`src/rtl/icache.sv`:
```
// Direct-mapped, read-only instruction cache: one-word frames, combinational
// hit path, single-beat fills from the memory controller's instruction port.
module icache #(
   parameter int SETS = 16
) (
   input  logic        CLK,
   input  logic        nRST,
   input  logic        imemREN,
   input  logic [31:0] imemaddr,
   output logic        ihit,
   output logic [31:0] imemload,
   input  logic        flush,
   output logic        iREN,
   output logic [31:0] iaddr,
   input  logic        iwait,
   input  logic [31:0] iload,
   output logic [31:0] hit_count,
   output logic [31:0] miss_count
);

   // state | meaning
   // IDLE  | serving hits from the array; a miss latches its address and starts a fill
   // FILL  | waiting on memory for the latched word; iREN high, ihit forced low

   localparam int IDX_W = $clog2(SETS);
   localparam int TAG_W = 30 - IDX_W;

   typedef enum logic {
      IDLE = 1'b0,
      FILL = 1'b1
   } state_e;

   state_e            state_q;
   logic [31:0]       fill_addr_q;
   logic [31:0]       hit_cnt_q;
   logic [31:0]       miss_cnt_q;
   logic [SETS-1:0]   valid_q;
   logic [TAG_W-1:0]  tag_q  [SETS];
   logic [31:0]       data_q [SETS];

   logic [IDX_W-1:0]  req_idx;
   logic [TAG_W-1:0]  req_tag;
   logic [IDX_W-1:0]  fill_idx;
   logic [TAG_W-1:0]  fill_tag;
   logic              hit;
   logic              fill_done;
   logic [1:0]        unused_offset;

   assign req_idx       = imemaddr[IDX_W+1:2];
   assign req_tag       = imemaddr[31:IDX_W+2];
   assign fill_idx      = fill_addr_q[IDX_W+1:2];
   assign fill_tag      = fill_addr_q[31:IDX_W+2];
   assign unused_offset = imemaddr[1:0];

   assign hit       = imemREN && (state_q == IDLE) && valid_q[req_idx]
                      && (tag_q[req_idx] == req_tag);
   assign fill_done = (state_q == FILL) && !iwait;

   always_ff @(posedge CLK or negedge nRST) begin
      if (!nRST) begin
         state_q     <= IDLE;
         fill_addr_q <= '0;
         miss_cnt_q  <= '0;
      end else begin
         case (state_q)
            IDLE: begin
               if (imemREN && !hit && !flush) begin
                  fill_addr_q <= {imemaddr[31:2], 2'b00};
                  miss_cnt_q  <= miss_cnt_q + 32'd1;
                  state_q     <= FILL;
               end
            end
            FILL: begin
               if (!iwait) state_q <= IDLE;
            end
            default: state_q <= IDLE;
         endcase
      end
   end

   always_ff @(posedge CLK or negedge nRST) begin
      if (!nRST) begin
         hit_cnt_q <= '0;
      end else if (hit) begin
         hit_cnt_q <= hit_cnt_q + 32'd1;
      end
   end

   // flush takes priority so a fill completing on the flush edge stays invalid
   always_ff @(posedge CLK or negedge nRST) begin
      if (!nRST) begin
         valid_q <= '0;
      end else if (flush) begin
         valid_q <= '0;
      end else if (fill_done) begin
         valid_q[fill_idx] <= 1'b1;
      end
   end

   always_ff @(posedge CLK) begin
      if (fill_done && nRST) begin
         tag_q[fill_idx]  <= fill_tag;
         data_q[fill_idx] <= iload;
      end
   end

   assign ihit       = hit;
   assign imemload   = hit ? data_q[req_idx] : 32'd0;
   assign iREN       = (state_q == FILL);
   assign iaddr      = (state_q == FILL) ? fill_addr_q : 32'd0;
   assign hit_count  = hit_cnt_q;
   assign miss_count = miss_cnt_q;

endmodule

```
`config.mk`:
```
export PLATFORM = sky130hd
export DESIGN_NAME = icache
export DESIGN_NICKNAME = d
export VERILOG_FILES = /design/src/rtl/icache.sv
export SDC_FILE = /design/constraint.sdc
export NUM_CORES = 1
export LEC_CHECK = 0
export CAP_MARGIN = 25
export CORE_MARGIN = 3
export CORE_UTILIZATION = 45
export DETAILED_ROUTE_END_ITERATION = 8
export PLACE_DENSITY = 0.58
export REMOVE_ABC_BUFFERS = 1
export SLEW_MARGIN = 5
export SYNTH_ARGS = -nofsm -noshare
export SYNTH_HDL_FRONTEND = slang
export SYNTH_SLANG_ARGS = --single-unit
```
`constraint.sdc`:
```
create_clock -name CLK -period 14.45 [get_ports CLK]
set_input_delay 3.6125 -clock CLK [delete_from_list [all_inputs] [get_ports CLK]]
set_output_delay 3.6125 -clock CLK [all_outputs]
set_load 0.01 [all_outputs]
```
# Yosys cells after proc, flatten, opt, wreduce, memory -nomap -nowiden
# Memories as Yosys holds them, arrays and structs flattened.
# Index checks and enable logic that the tools add are counted.
# totals
elab_cells	41
ram_bits	928
output_inout_bits	130
n_memories	2
ff_bits	111
# op_classes
n_bitwise	2
eq_ne	1
magnitude_cmp	3
muxes	13
n_reduce_logical	13
addsub	2
# mem_list
memory	words	word_bits	read_ports	rd_ports_with_merged_regs	write_ports	line	source
data_q	16	32	1	0	1	39	logic [31:0] data_q [SETS];
tag_q	16	26	1	0	1	38	logic [TAG_W-1:0] tag_q [SETS];
# op_table
op	n
adder 32 x 1 -> 32 bit (second input constant)	2
two-way mux 32 bit	2
two-way mux 16 bit	2
== test 26 bit	1
OR 16 bit	1
< comparator 4 x 5 -> 1 bit (second input constant)	2
logical AND 1 bit	8
two-way mux 1 bit	6
binary-select mux 1 bit (select 4 bit)	1
demux 1 bit (select 4 bit)	1
greater-or-equal comparator 4 x 1 -> 1 bit (second input constant)	1
zero test 1 bit	3
one-hot mux 1 bit (2 select lines)	1
AND reduction 2 bit	1
nonzero test 2 bit	1
inverter 1 bit	1

# Logic depth before layout (Yosys ltp)
# logic_depth
word_depth	9
mapped_depth	16
mapped_depth_nobuf	9

# Worst setup path after synthesis
# Ideal clock, no wire load.
# synth_timing
path_kind	in2out
from	in imemaddr[3]
to	out imemload[22]
stages	10
required_time_ps	10837
path_slack_ps	4332
arrival_time_ps	6506
cell_sequence	buf_2 > buf_2 > buf_2 > buf_2 > clkbuf_1 > buf_1 > clkbuf_1 > mux4_2 > mux4_2 > nor2b_1
# synth_between
elab_chain_len	5
elab_cells_between_ends	8
classes_between	eq/ne: 1; mux: 3; reduce/logical: 2; memory: 2
# synth_rtl
item	line	source
start, declared	9	input logic [31:0] imemaddr,
branches (longest 4 deep; another with memory read (16 x 26 bit))	-	
two-way mux 32 bit *	108	assign imemload = hit ? data_q[req_idx] : 32'd0;
end, declared	11	output logic [31:0] imemload,
# Mark *: on every way between the ends. The select of a mux whose other input is x is not followed.

# Worst setup path in the final report
# layout_timing
from	in imemaddr[5]
to	out imemload[0]
# The elaborated chain is that of the path after synthesis.

==> flow_summary_export.csv <==
group,metric,value,unit
logic_synthesis,syn_inst,2035,
logic_synthesis,synth_area,41350,um2
detailed_routing,finalWirelength,98430,um
power,pwr-share-seq,52.9,%
worst_hold_path,hold_path.class,"reg2reg",
clock_network,htree_levels,3,
timing,slew_viol_final,0,
die,die-area,95560,um2
timing,hold_viol_final,0,
timing,fin_worst_skew,0.07074,ns
timing,fin_ws,2.824,ns
job,maxCapViolCount,0,
logic_synthesis,synth_edf_count,928,
die,die_height,309.1,um
final_layout,drive_gt1_share,22.12,%
logic_synthesis,synthArstFlopShare,10.68,%
power,p_int,5.129,mW
final_layout,fillCellCount,7060,
clock_network,clk_pin_slew,0.05,ns
power,p_per_area,136.4,nW/um2
power,sw_frac_of_total,22.07,%
worst_setup_path,ff2ff_setup_slack,9.99,ns
clock_network,clock_latency,0.69,ns
worst_hold_path,worstHoldEndpoint,"hit_count[31]$_DFFE_PN0P_",
global_route,grt_pass1_vias,21370,
logic_synthesis,ys.flop_type,"edfxtp_1",
global_route,grt-ovfl-total,0,
timing,slew_headroom,30.59,%
final_layout,final_area,48260,um2
detailed_routing,ant_nets,0,
power,pwr-share-clk,41.1,%
place,gp_congestion,0.8096,
place,portBuffers,194,
die,num_rows,110,
place,place_area,44710,um2
logic_synthesis,synthTopCellsByCount,"edfxtp_1, mux4_2, dfrtp_1, mux2i_1, xnor2_1",
clock_network,cts_root_buf,"clkbuf_16",
logic_synthesis,yosysTopAreaCellShare,67.40,%
detailed_routing,route.detailed.drc,0,
timing,tns,0,ns
power,power_leakage,15.86,nW
clock_network,cts-buffers-inserted,108,
clock_network,post_cts_resized,0,
outcome,status,"finished clean",
worst_setup_path,cp.required,10.84,ns
worst_setup_path,cp.arrival,8.01,ns
timing,rsz0062_at_grt,"false",
clock_network,cts_buffer_depth,3,
final_layout,num-nets-final,2350,
die,coreArea,90560,um2
worst_setup_path,r2r_end,"fill_addr_q[23]$_DFFE_PN0P_",
logic_synthesis,ys_seq_elements,1039,
die,ioPinCount,199,
place,detailedPlace.worstSlack,2.780,ns
power,combPwrFrac,6.1,%
timing,layout_min_cycle_time,11.63,ns
power,p_total,6.582,mW
power,ir_drop,0.1127,mV
die,die_w,309.1,um
clock_network,tritoncts,"built",
place,hpwl,52130,um
logic_synthesis,synth_area_leader_cell,"edfxtp_1",
timing,setup_viol,0,
detailed_routing,drt_iter0_markers,1791,
timing,fin_crit_sh,80.45,%
logic_synthesis,ys_types,57,
clock_network,cts_setup_buffers,0,
global_route,antenna_found_initial,7,
timing,clock.fmax,0.08602,GHz
detailed_routing,wl_per_cell,27.71,um
power,p_sw,1.452,mW
global_route,track_usage,20.76,%
worst_hold_path,worstHoldStart,"hit_count[31]$_DFFE_PN0P_",
detailed_routing,vias,20700,
logic_synthesis,avgSynthCellArea,20.32,um2
worst_setup_path,crit_path_start_kind,"primary input",
die,start_util,45.66,%
timing,tightest_slew,1.041,ns
worst_setup_path,r2r_cells,11,
clock_network,clkSinkCount,1039,
clock_network,ctsHoldBuffers,0,
worst_setup_path,critPathKind,"in2out",
detailed_routing,via_per_inst,5.827,
final_layout,syn_to_final_growth,16.73,%
global_route,grt_max_degree,73,
detailed_routing,drtPass1Iterations,5,
logic_synthesis,synth_most_common_cell,"edfxtp_1",
worst_setup_path,crit_path_end_kind,"primary output",
logic_synthesis,ys_seq_area_share,74.11,%
worst_hold_path,hold_path_depth,1,
global_route,grt_pass1_wl,143600,um
worst_setup_path,r2r-start,"tag_q[11][4]$_DFFE_PP_",
worst_setup_path,critPathMaxFanout,69,
logic_synthesis,synthTopCellsByArea,"edfxtp_1, mux4_2, dfrtp_1",
logic_synthesis,synth_warnings,0,
## placed cells by master (no fill, tap or decap), drive strengths merged, types with 11 or more instances in the layout
| master | synthesis | routed |
|---|---|---|
| edfxtp | 928 | 928 |
| mux4 | 250 | 250 |
| clkdlybuf4s50 | 0 | 189 |
| clkbuf | 43 | 135 |
| dfrtp | 111 | 111 |
| mux2i | 75 | 75 |
| xnor2 | 64 | 64 |
| nor2 | 58 | 58 |
| clkinv | 0 | 56 |
| buf | 64 | 50 |
| nor2b | 48 | 48 |
| nand2 | 44 | 44 |
| mux2 | 41 | 41 |
| and2 | 37 | 37 |
| xor2 | 33 | 33 |
| nand3 | 33 | 33 |
| nand4 | 30 | 30 |
| nor3 | 29 | 29 |
| and3 | 20 | 20 |
| a21oi | 19 | 19 |
| nor4 | 14 | 14 |
| inv | 7 | 11 |
## per-layer routing
metal | part of all wire (%) | track usage (%)
met3 | 5.8 | 3.724
met5 | 0.046 | 0
met1 | 43 | 29.35
met2 | 49 | 33.96
met4 | 2.0 | 4.896
## worst max-delay path by stage
| stage | startpoint | end | slack [ns] |
|---|---|---|---|
| 2_1_floorplan | imemaddr[2] | imemload[0] | 3.66 |
| 3_3_place_gp | imemaddr[5] | imemload[0] | 2.74 |
| 3_5_place_dp | imemaddr[5] | imemload[7] | 2.78 |
| 4_1_cts | imemaddr[5] | imemload[7] | 2.74 |
| 5_1_grt | imemaddr[5] | imemload[0] | 2.47 |
| 6_report | imemaddr[5] | imemload[0] | 2.82 |
## through the flow
step | hold WS, ns | std cells | util [%]
finish | 0.4641 | 3552 | 53.29
global route | 0.4805 | 3549 | 53.28
CTS | 0.4677 | 3546 | 53.22
detailed placement | 0.4608 | 3342 | 49.37
global placement | 0.4552 | 3340 | 49.34
floorplan | 0.4618 | 1929 | -
## critical path, cell delays in order
cell and delay, ns:
buf_6 0.59, buf_4 0.80, mux4_2 0.41, mux2i_1 0.31, nor3_1 0.12, nor4b_1 0.29, nand2_1 0.12, nor4_1 0.27
nand4_1 0.16, buf_4 0.34, nor2b_1 0.25, clkdlybuf4s50_1 0.58
## area by class of cell
cell class / instances / area, um2 / area share [%]
diodes: 3 / 7.507 / 0.01555
clock buffers: 134 / 2873 / 5.952
clock inverters: 70 / 613.1 / 1.270
inverters: 7 / 26.28 / 0.05444
multi-input cells: 883 / 10280 / 21.29
flip-flops and latches: 1039 / 30650 / 63.50
well taps: 1176 / 1471 / 3.049
repair buffers: 240 / 2349 / 4.866
## power by group through the flow
stage | Sequential, mW | Clock, mW | Combinational (mW)
floorplan | 3.51 | 0 | 0.191
global placement | 3.53 | 0 | 0.401
detailed placement | 3.54 | 0 | 0.404
CTS | 3.48 | 2.77 | 0.406
global route | 3.49 | 2.88 | 0.431
finish | 3.48 | 2.70 | 0.399
## logic make-up (layout without fill, tap and decap cells)
kind of cell / count (synthesis) / in the layout / synth area share (%)
mux: 366 / 366 / 16.55
compound gates: 68 / 68 / 1.129
fa+ha+maj: 2 / 2 / 0.06051
simple gates: 348 / 348 / 4.727
xor+xnor: 97 / 97 / 2.055
buf+inv: 114 / 451 / 1.356
other cells: 1 / 5 / 0.009070
flops: 1039 / 1039 / 74.11
## state kept, by name, indices dropped and copies added (netlist names)
signal	cells
fill_addr_q	30
data_q	512
miss_count	32
tag_q	416
valid_q	16
hit_count	32
iREN	1
Power figures use the tool's default switching activity.
